`config.mk`:
```
export PLATFORM = sky130hd
export DESIGN_NAME = multicycle_main_fsm
export DESIGN_NICKNAME = d
export VERILOG_FILES = /design/src/rtl/multicycle_main_fsm.sv
export SDC_FILE = /design/constraint.sdc
export NUM_CORES = 1
export LEC_CHECK = 0
export BUFFER_PORTS_ARGS = -buffer_cell sky130_fd_sc_hd__clkbuf_2
export CORE_MARGIN = 3
export CORE_UTILIZATION = 44
export CTS_CLUSTER_SIZE = 8
export DETAILED_ROUTE_END_ITERATION = 7
export PLACE_DENSITY = 0.79
export SLEW_MARGIN = 30
export SYNTH_ARGS = -nofsm -noshare
export SYNTH_HDL_FRONTEND = slang
export SYNTH_SLANG_ARGS = --single-unit
```
`constraint.sdc`:
```
create_clock -name clk -period 1.9 [get_ports clk]
set_clock_uncertainty 0.15 [all_clocks]
set_input_delay 0.19 -clock clk [delete_from_list [all_inputs] [get_ports clk]]
set_output_delay 0.19 -clock clk [all_outputs]
set_load 0.01 [all_outputs]
```
`src/rtl/multicycle_main_fsm.sv`:
```
// Main control FSM for the multicycle RV32I core: fetch/decode/execute/memory/writeback sequencing.
// Latency: outputs are combinational from the registered state (plus mem_ready/zero/funct3); next state on each clk edge.
// Backpressure: mem_ready low holds FETCH/MEMREAD/MEMWRITE; strobes are tied to the completing cycle so nothing repeats.
module multicycle_main_fsm #(
    parameter int STATE_W = 4,
    parameter bit TRAP_EN = 1'b1
) (
    input  logic               clk,
    input  logic               reset,
    input  logic [6:0]         op,
    input  logic [2:0]         funct3,
    input  logic               zero,
    input  logic               mem_ready,
    output logic               PCWrite,
    output logic               AdrSrc,
    output logic               MemWrite,
    output logic               IRWrite,
    output logic               RegWrite,
    output logic [1:0]         ResultSrc,
    output logic [1:0]         ALUSrcA,
    output logic [1:0]         ALUSrcB,
    output logic [1:0]         ALUOp,
    output logic [2:0]         ImmSrc,
    output logic               Trap,
    output logic [STATE_W-1:0] State
);

    // Encodings are visible on the State debug port and are fixed here.
    typedef enum logic [STATE_W-1:0] {
        S_FETCH    = STATE_W'(0),
        S_DECODE   = STATE_W'(1),
        S_MEMADR   = STATE_W'(2),
        S_MEMREAD  = STATE_W'(3),
        S_MEMWB    = STATE_W'(4),
        S_MEMWRITE = STATE_W'(5),
        S_EXECR    = STATE_W'(6),
        S_EXECI    = STATE_W'(7),
        S_ALUWB    = STATE_W'(8),
        S_BRANCH   = STATE_W'(9),
        S_JALR     = STATE_W'(10),
        S_JAL      = STATE_W'(11),
        S_UI       = STATE_W'(12),
        S_TRAP     = STATE_W'(13)
    } state_t;

    localparam logic [6:0] OP_LOAD   = 7'b0000011;
    localparam logic [6:0] OP_STORE  = 7'b0100011;
    localparam logic [6:0] OP_RTYPE  = 7'b0110011;
    localparam logic [6:0] OP_ITYPE  = 7'b0010011;
    localparam logic [6:0] OP_BRANCH = 7'b1100011;
    localparam logic [6:0] OP_JAL    = 7'b1101111;
    localparam logic [6:0] OP_JALR   = 7'b1100111;
    localparam logic [6:0] OP_LUI    = 7'b0110111;
    localparam logic [6:0] OP_AUIPC  = 7'b0010111;

    state_t state_q;
    state_t state_d;
    state_t illegal_dst;

    // Unsupported encodings either park in the sticky TRAP or are dropped back to FETCH.
    assign illegal_dst = TRAP_EN ? S_TRAP : S_FETCH;

    // Next-state selection; memory states wait on mem_ready, TRAP only leaves via reset.
    always_comb begin
        state_d = state_q;
        case (state_q)
            S_FETCH:    if (mem_ready) state_d = S_DECODE;
            S_DECODE: begin
                case (op)
                    OP_LOAD, OP_STORE: state_d = S_MEMADR;
                    OP_RTYPE:          state_d = S_EXECR;
                    OP_ITYPE:          state_d = S_EXECI;
                    OP_BRANCH:         state_d = (funct3[2:1] == 2'b00) ? S_BRANCH : illegal_dst;
                    OP_JAL:            state_d = S_JAL;
                    OP_JALR:           state_d = S_JALR;
                    OP_LUI, OP_AUIPC:  state_d = S_UI;
                    default:           state_d = illegal_dst;
                endcase
            end
            S_MEMADR:   state_d = op[5] ? S_MEMWRITE : S_MEMREAD;
            S_MEMREAD:  if (mem_ready) state_d = S_MEMWB;
            S_MEMWB:    state_d = S_FETCH;
            S_MEMWRITE: if (mem_ready) state_d = S_FETCH;
            S_EXECR:    state_d = S_ALUWB;
            S_EXECI:    state_d = S_ALUWB;
            S_ALUWB:    state_d = S_FETCH;
            S_BRANCH:   state_d = S_FETCH;
            S_JALR:     state_d = S_JAL;
            S_JAL:      state_d = S_ALUWB;
            S_UI:       state_d = S_ALUWB;
            S_TRAP:     state_d = S_TRAP;
            default:    state_d = S_FETCH;
        endcase
    end

    // State register with synchronous reset back to FETCH (which also clears Trap).
    always_ff @(posedge clk) begin
        if (reset) state_q <= S_FETCH;
        else       state_q <= state_d;
    end

    // Datapath controls per state; write strobes are suppressed while reset is held.
    always_comb begin
        PCWrite   = 1'b0;
        AdrSrc    = 1'b0;
        MemWrite  = 1'b0;
        IRWrite   = 1'b0;
        RegWrite  = 1'b0;
        ResultSrc = 2'b00;
        ALUSrcA   = 2'b00;
        ALUSrcB   = 2'b00;
        ALUOp     = 2'b00;
        case (state_q)
            S_FETCH: begin
                ALUSrcB   = 2'b10;
                ResultSrc = 2'b10;
                IRWrite   = mem_ready;
                PCWrite   = mem_ready;
            end
            S_DECODE: begin
                ALUSrcA = 2'b01;
                ALUSrcB = 2'b01;
            end
            S_MEMADR: begin
                ALUSrcA = 2'b10;
                ALUSrcB = 2'b01;
            end
            S_MEMREAD:  AdrSrc = 1'b1;
            S_MEMWB: begin
                ResultSrc = 2'b01;
                RegWrite  = 1'b1;
            end
            S_MEMWRITE: begin
                AdrSrc   = 1'b1;
                MemWrite = 1'b1;
            end
            S_EXECR: begin
                ALUSrcA = 2'b10;
                ALUOp   = 2'b10;
            end
            S_EXECI: begin
                ALUSrcA = 2'b10;
                ALUSrcB = 2'b01;
                ALUOp   = 2'b10;
            end
            S_ALUWB:    RegWrite = 1'b1;
            S_BRANCH: begin
                ALUSrcA = 2'b10;
                ALUOp   = 2'b01;
                PCWrite = zero ^ funct3[0];
            end
            S_JALR: begin
                ALUSrcA = 2'b10;
                ALUSrcB = 2'b01;
            end
            S_JAL: begin
                ALUSrcA = 2'b01;
                ALUSrcB = 2'b10;
                PCWrite = 1'b1;
            end
            S_UI: begin
                ALUSrcA = op[5] ? 2'b11 : 2'b01;
                ALUSrcB = 2'b01;
            end
            default: ;
        endcase
        if (reset) begin
            PCWrite  = 1'b0;
            MemWrite = 1'b0;
            IRWrite  = 1'b0;
            RegWrite = 1'b0;
        end
    end

    // Immediate format follows the opcode directly, independent of state.
    always_comb begin
        ImmSrc = 3'b000;
        case (op)
            OP_STORE:         ImmSrc = 3'b001;
            OP_BRANCH:        ImmSrc = 3'b010;
            OP_JAL:           ImmSrc = 3'b011;
            OP_LUI, OP_AUIPC: ImmSrc = 3'b100;
            default:          ImmSrc = 3'b000;
        endcase
    end

    assign Trap  = (state_q == S_TRAP);
    assign State = state_q;

endmodule
```
# Word level (Yosys, flattened, before mapping)
# Cells that the tools add are included.
# totals
out_inout_bits	21
reg_bits	4
latch_bits	0
word_cells	62
ram_bits	0
mem_count	0
rom_bits	0
# classes
div	0
eq_ne	25
muxes	22
n_mul	0
order_cmp	0
n_addsub	0
n_bitwise	1
reduce_logical	13
n_shift	0
# op_table
operator	n
$pmux 4 s8	1
$pmux 4 s7	1
$eq 4x4->1 const B	6
$eq 7x6->1 const B	3
$eq 7x7->1 const B	3
$eq 4x3->1 const B	4
$eq 7x5->1 const B	2
$reduce_or 2->1	7
$mux 4	3
$pmux 2 s2	3
$pmux 3 s4	1
$reduce_or 5->1	2
$eq 4x2->1 const B	2
$mux 1	8
$eq 7x2->1 const B	1
$mux 3	2
$ne 2x2->1 const B	3
$pmux 2 s3	1
$eq 4x1->1 const B	1
$logic_not 4->1	1
$reduce_or 4->1	1
$pmux 1 s3	1
$reduce_and 3->1	1
$logic_not 2->1	1
other kinds (2)	2

# Longest topological paths before layout
# Gate-level depths: netlist (run 1).
# logic_depth
ltp_word	4
depth_mapped	6
depth_no_buf	5

# Least setup slack after synthesis (run 1)
# No wires, ideal clock.
# synth_path
path_type	input -> output
startpoint	in op[2]
endpoint	out ImmSrc[0]
cell_stages	3
setup_slack_ns	0.158
required_ns	1.560
arrival_ns	1.402
path_buffers	1
path_cell_list	clkbuf_1 or3_1 a2111oi_0
# synth_via
elab_chain_cells	3
# synth_lines
item	line_no	text
start, declared	10	input logic [6:0] op,
$eq 7x6->1 / $eq 7x5->1 (equally long branches)	178	case (op)
$reduce_or 2->1	178	
$pmux 3 s4 *	178	
end, declared	23	output logic [2:0] ImmSrc,
# Mark *: on every way between the ends. The rest lies on a longest branch, timed or not.

# Worst setup path in the final report (run 1)
# layout_path
startpoint	reg state_q[0] (netlist: State[0])
endpoint	out ALUSrcA[1]
# layout_via
elab_chain_cells	3
# layout_lines
item	line_no	text
start, declared	56	state_t state_q;
start signal, assigned	99	else state_q <= state_d;
$eq 4x4->1, or another cell as far along	113	case (state_q)
$reduce_or 5->1 (no source line) / $reduce_or 2->1 (equally long branches)	--	
$pmux 2 s3 *	113	
end, declared	20	output logic [1:0] ALUSrcA,
# Marked as above.

==> impl_results.md, run 1 <==
- CTS Buffer Depth: 2
- CP arrival: 1.44 ns
- CTS Root Cell: clkbuf_4
- Clock slew at reported path FFs: about 0.04 ns
- Synth Area per Inst: a little over 6 um2
- RSZ-0062 raised after global routing: no
- Antenna Nets Post-Route: 0
- Worst-Margin Slew: about 0.41 ns
- Fmax: 561.2 MHz
- Main flop type after synthesis: dfxtp_1
- Via count: around 900
- Post-synth top area share: ~12%
- DRT Wirelength: ~2100 um
- Synth area leaders: dfxtp_1, nor2_1, a21oi_1
- FP Rows: 13
- Power per Cell Area: 559.6 nW/um2
- CTS Buf Count: 3
- Syn Inst Count: approximately 110
- CTS tree: yes
- Htree depth: 1
- Post-synth top area cell: dfxtp_1
- CP Capture Type: output pin
- TNS Setup: 0 ns
- Cell area after layout: between 800 and 900 um2
- Kind of critical path: reg2out
- Worst skew pair latency: roughly 0.24 ns
- Largest net degree at the start of global routing: 14
- Drt drc: 0
- Critical Path Source Type: register
- Asr flop ratio synth: 0%
- Area Overhead vs Synth: 34.42%
- Max reg flops: 4
- Sequential cell area fraction in the yosys report: 12.24%
- WHS: 0.09621 ns
- Wire length per cell: roughly 13 um
- Vias in the first global route: 769
- VDD IR max: 0.3831 mV
- Number of distinct library cells after synthesis: 35
- Initial antenna violation count: 0
- I/O Pins: 35
- Initial Util: between 40% and 50%
- HP Class: in2reg
- First-pass GRT wire length: 3270 um
- Antenna diodes: 0
- Final setup margin: approximately 0.12 ns
- DRT iter0 DRCs: 34
- RePlAce Congestion: ~0.92
- Final Setup Violations: 0
- Vias per inst: approximately 5.8
- Synth Register Bits: 4
- Critical path required time: roughly 1.6 ns
- Hold Fails Final Rpt: 0
- Pre-CTS WS: 0.1979 ns
- Cell area after synthesis: ~650 um2
- Total track usage: between 20 and 25%
- Final Slew Violations: 0
- Post-DP HPWL: 1578 um
- Die X: around 45 um
- Syn_nets: 122
- Static leakage: 0.4131 nW
- Maxcap violations: 0
- Fin cells: between 150 and 200
- CTS Hold Bufs: 0
- Area of the die: around 2000 um2
- Nets: 158
- Drt pass-1 iters: 4
- Count leader, synth: nor2_1
- Die Y: 44.57 um
- Post-synth top cells: nor2_1, a21oi_1, nor3_1
- Clk sink count: 4
- PortBufs: 34
- Minimum clock period: about 1.8 ns
- Overflow after GRT: 0
- Final Cycle Share: a little over nine tenths
- Placed instance area: between 800 and 900 um2
- Run status: complete, no violations
- Share of layout cells above drive strength 1: 35.21%
- Critical-path maximum fanout: 13
- Max-slew headroom: between 70% and 80%
- Core area: around 1400 um2
- Warnings from Yosys: 0
- Post-synth EDFFs: 0
- Placed Cells: around 150
[critical path, stage by stage, from the launching register on]
cell and delay [ns]:
dfxtp_2 0.38, nor2_1 0.37, a31oi_1 0.14, a21oi_1 0.17
clkbuf_2 0.15
[logic make-up after synthesis]
group / Yosys count / synth area share, %
fa+ha+maj: 1 / 1.721
flops: 4 / 12.24
mux: 2 / 3.059
buf+inv: 14 / 8.604
compound gates: 32 / 30.02
simple gates: 51 / 39.01
xor+xnor: 4 / 5.355
[placed cells by master, fill, tap and decap left out]
master,synthesis,layout
and3_1,1,1
nand3b_1,1,1
nand2_1,6,6
dfxtp_2,0,2
nand2b_1,2,2
a21oi_1,13,13
nor2b_2,0,1
nor2b_1,5,4
and4b_1,1,1
mux2i_1,2,2
inv_2,3,3
a2111oi_1,0,1
buf_4,0,6
a21o_1,1,1
maj3_2,1,1
o22ai_1,1,1
a31oi_1,1,1
xor2_1,1,1
nor2_1,18,18
dfxtp_1,4,2
o311ai_1,1,1
o21ai_0,6,6
and3b_1,1,1
nand3_1,1,1
a211oi_1,3,3
a2111oi_0,2,1
nor3_1,9,9
clkbuf_4,0,3
a221oi_1,1,1
o31a_1,1,1
nor3b_1,1,1
a32o_1,1,1
o21ai_1,1,1
or3_1,2,2
clkbuf_2,0,34
nor4_1,3,3
inv_1,2,2
xnor2_1,3,3
[repair_timing]
action | 4_1_cts | 5_1_grt
resized for setup | 0 | 4
setup buffers | 0 | 0
endpoints found under the setup margin | 0 | 7
[through the flow]
stage	power, W	utilization, %
3_3_place_gp	0.0003759	63.02
4_1_cts	0.0004929	64.69
6_report	0.0004922	65.15
2_1_floorplan	0.0002843	-
5_1_grt	0.0005331	65.15
3_5_place_dp	0.0003806	63.02
[final timing paths]
| path | endpoint | startpoint | slack (ns) | cells after the start |
|---|---|---|---|---|
| min | State[0] | reset | 0.1 | 2 |
| min reg2reg | State[3] | State[1] | 0.60 | 4 |
| max | ALUSrcA[1] | State[0] | 0.12 | 4 |
| max reg2reg | State[2] | State[2] | 0.27 | 6 |
[routing by layer]
metal / wire [um] / share of wire [%] / track usage (%)
met1: 941 / 45 / 28.67
met2: 978 / 47 / 34.67
met3: 113 / 5.4 / 3.659
met4: 42 / 2.0 / 12.65
met5: 0 / 0 / 0
[final cells by class]
class,instances,area [um2]
inverter,5,18.77
timing repair buffer,40,215.2
tap,15,18.77
multi-input combinational,90,521.8
clock buffer,3,22.52
fill,134,470.5
sequential,4,82.58
[where the power goes]
part / total [W] / internal, W / switching (W) / leakage [nW]
logic: 0.000270 / 0.000115 / 0.000156 / 0.366
clock network: 0.000108 / 0.0000707 / 0.0000368 / 0.0138
registers: 0.000114 / 0.0000938 / 0.0000204 / 0.0335
(Power assumes the default switching activity.)
==> inputs of run 2 (changes only) <==
- CELL_PAD_IN_SITES_DETAIL_PLACEMENT: unset -> 1
- CELL_PAD_IN_SITES_GLOBAL_PLACEMENT: unset -> 2
- CORE_UTILIZATION: 44 -> 21
- PLACE_DENSITY: 0.79 -> unset
- PLACE_DENSITY_LB_ADDON: unset -> 0.1
==> run 2 against run 1 <==
  * Fmax grew 2.0%
  * Sequential power grew 4%
  * Power grew 2.4%
  * Sequential cell count is the same
  * Core utilization shrank 33 points
  * Sequential share of layout area shrank 0.099 points
  * Critical path depth grew 1
  * Wire length grew 19%
  * Die area grew 92%
  * Clock-buffer cell count is the same
  * Hold slack gained 0.0047 ns
==> impl_results.md, run 2 (same netlist as run 1, synthesis figures left out) <==
- Run status: complete, no violations
- Die Y: approximately 60 um
- Sequential power share: 23.5%
- Most common cell after layout, fill and taps aside: clkbuf_2
- Clock share of power: between 20% and 30%
- Antenna diodes: 0
- CP Capture Type: output pin
- Total track usage: 14.03%
- Post-DP HPWL: 2006 um
- Area of the die: between 3000 and 4000 um2
- Sw Pwr: roughly 0.00022 W
- I/O Pins: 35
- Final Cycle Share: 91.90%
- CP max stage delay: 0.47 ns
- Critical-path maximum fanout: 12
- Max reg flops: 4
- Placed instance area: approximately 890 um2
- Clock slew at reported path FFs: around 0.040 ns
- Critical path required time: around 1.6 ns
- Worst-Margin Slew: about 0.36 ns
- Area Overhead vs Synth: 39.96%
- Gate power share: between 50% and 60%
- Crit. Startpoint: State[1]
- Placed Cells: around 170
- Max-slew headroom: 75.39%
- Drt pass-1 iters: 4
- Die X: just over 60 um
- CTS tree: yes
- Most frequent cells in the layout: clkbuf_2, nor2_1, a21oi_1, nor3_1, buf_4
- DRT iter0 DRCs: 22
- Vias per inst: roughly 5
- VDD IR max: between 0.2 and 0.3 mV
- Slowest CP cell: dfxtp_2
- CP arrival: roughly 1.4 ns
- Hold Fails Final Rpt: 0
- Core area: approximately 2900 um2
- Critical path, cell by cell: inv_2 -> nor2_1 -> a211oi_1 -> a21oi_1 -> clkbuf_2
- Antenna Nets Post-Route: 0
- Minimum clock period: between 1.5 and 2 ns
- Fmax: roughly 570 MHz
- Largest net degree at the start of global routing: 13
- CTS Root Cell: clkbuf_4
- Clk sink count: 4
- Total power: just over 0.0005 W
- CTS Buf Count: 3
- Fin cells: about 180
- FP Rows: 19
- Initial antenna violation count: 0
- CTS Buffer Depth: 2
- Post-CTS Setup Bufs: 0
- Sw Ratio: between 40% and 50%
- Drt drc: 0
- Worst flop-to-flop path startpoint: State[1]
- Critical Path Source Type: register
- Internal: approximately 0.00029 W
- Nets: between 150 and 200
- End of the critical path: ALUSrcA[1]
- Final Setup Violations: 0
- Wire length per cell: 14.09 um
- DRT Wirelength: between 2000 and 2500 um
- PortBufs: 34
- Share of layout cells above drive strength 1: a little under two fifths
- Overflow after GRT: 0
- R2r setup slk: 0.26 ns
- Power per Cell Area: about 550 nW/um2
- TNS Setup: 0 ns
- RSZ-0062 raised after global routing: no
- Worst R2R End: State[2]
- RePlAce Congestion: between 0.7 and 0.8
- Kind of critical path: reg2out
- Cell area after layout: 915.9 um2
- Final Slew Violations: 0
- Final Core Density: 32.11%
- Worst skew pair latency: 0.23 ns
- First-pass GRT wire length: roughly 4000 um
- Vias in the first global route: 833
- Fillers: between 300 and 400
- FF-to-FF path depth: 5
- Via count: approximately 890
- HP Class: in2reg
- Htree depth: 1
- Static leakage: ~0.42 nW
- Maxcap violations: 0
- Initial Util: between 20% and 30%
## run 2: cell count changes in the layout (fill, tap and decap cells not counted)
cell	change
a2111oi_1	-1
dfxtp_2	+2
nor2_2	+1
buf_4	+2
dfxtp_1	-2
nor2_1	-1
nor2b_2	-1
a2111oi_0	+1
nor2b_1	+1
## run 2: metrics by stage
stage | hold slack [ns] | worst slack (ns)
after floorplan | 0.3067 | 0.1579
after global placement | 0.3514 | 0.1880
after detailed placement | 0.3542 | 0.1274
after CTS | 0.1007 | 0.05091
after global routing | 0.1138 | 0.01250
final | 0.1009 | 0.1539
## run 2: critical path, delay by kind of cell, from the launching register on
| kind | cells | cell delay, ns |
|---|---|---|
| AND/OR/NAND/NOR | 1 | 0.17 |
| buffers and inverters | 2 | 0.30 |
| flip-flops | 1 | 0.47 |
| AO/OA/AOI/OAI | 2 | 0.23 |
## run 2: power by group through the flow
stage / clock, W / sequential (W) / combinational [W]
5_1_grt: 0.000124 / 0.000122 / 0.000315
3_5_place_dp: 0 / 0.000117 / 0.000281
2_1_floorplan: 0 / 0.000106 / 0.000178
4_1_cts: 0.000113 / 0.000116 / 0.000283
6_report: 0.000106 / 0.000118 / 0.000280
3_3_place_gp: 0 / 0.000116 / 0.000282
## run 2: worst min path at each step
stage | startpoint | end | depth (start not counted)
final | reset | State[0] | 2
after global routing | reset | State[0] | 2
after CTS | reset | State[0] | 2
after detailed placement | reset | State[0] | 2
after global placement | reset | State[0] | 2
after floorplan | op[4] | ImmSrc[0] | 1
## run 2: per-layer routing
| metal | vias to the layer above | track usage, % | routed length (um) |
|---|---|---|---|
| met4 | 0 | 4.545 | 9 |
| met1 | 411 | 20.64 | 1303 |
| met5 | - | 0 | 0 |
| li1 | 464 | - | - |
| met2 | 17 | 20.03 | 1040 |
| met3 | 2 | 3.099 | 112 |
## run 2: cell type report
| class | count | area, um2 | area share, % |
|---|---|---|---|
| Multi-Input combinational cell | 90 | 520.5 | 56.83 |
| Timing Repair Buffer | 42 | 230.2 | 25.14 |
| Sequential cell | 4 | 85.08 | 9.290 |
| Tap cell | 31 | 38.79 | 4.235 |
| Clock buffer | 3 | 22.52 | 2.459 |
| Inverter | 5 | 18.77 | 2.049 |
## run 2: what timing repair did
| item | 4_1_cts | 5_1_grt |
|---|---|---|
| endpoints found under the setup margin | 3 | 3 |
| hold buffers | 0 | 0 |
| cloned | 0 | 0 |
| resized for setup | 2 | 3 |
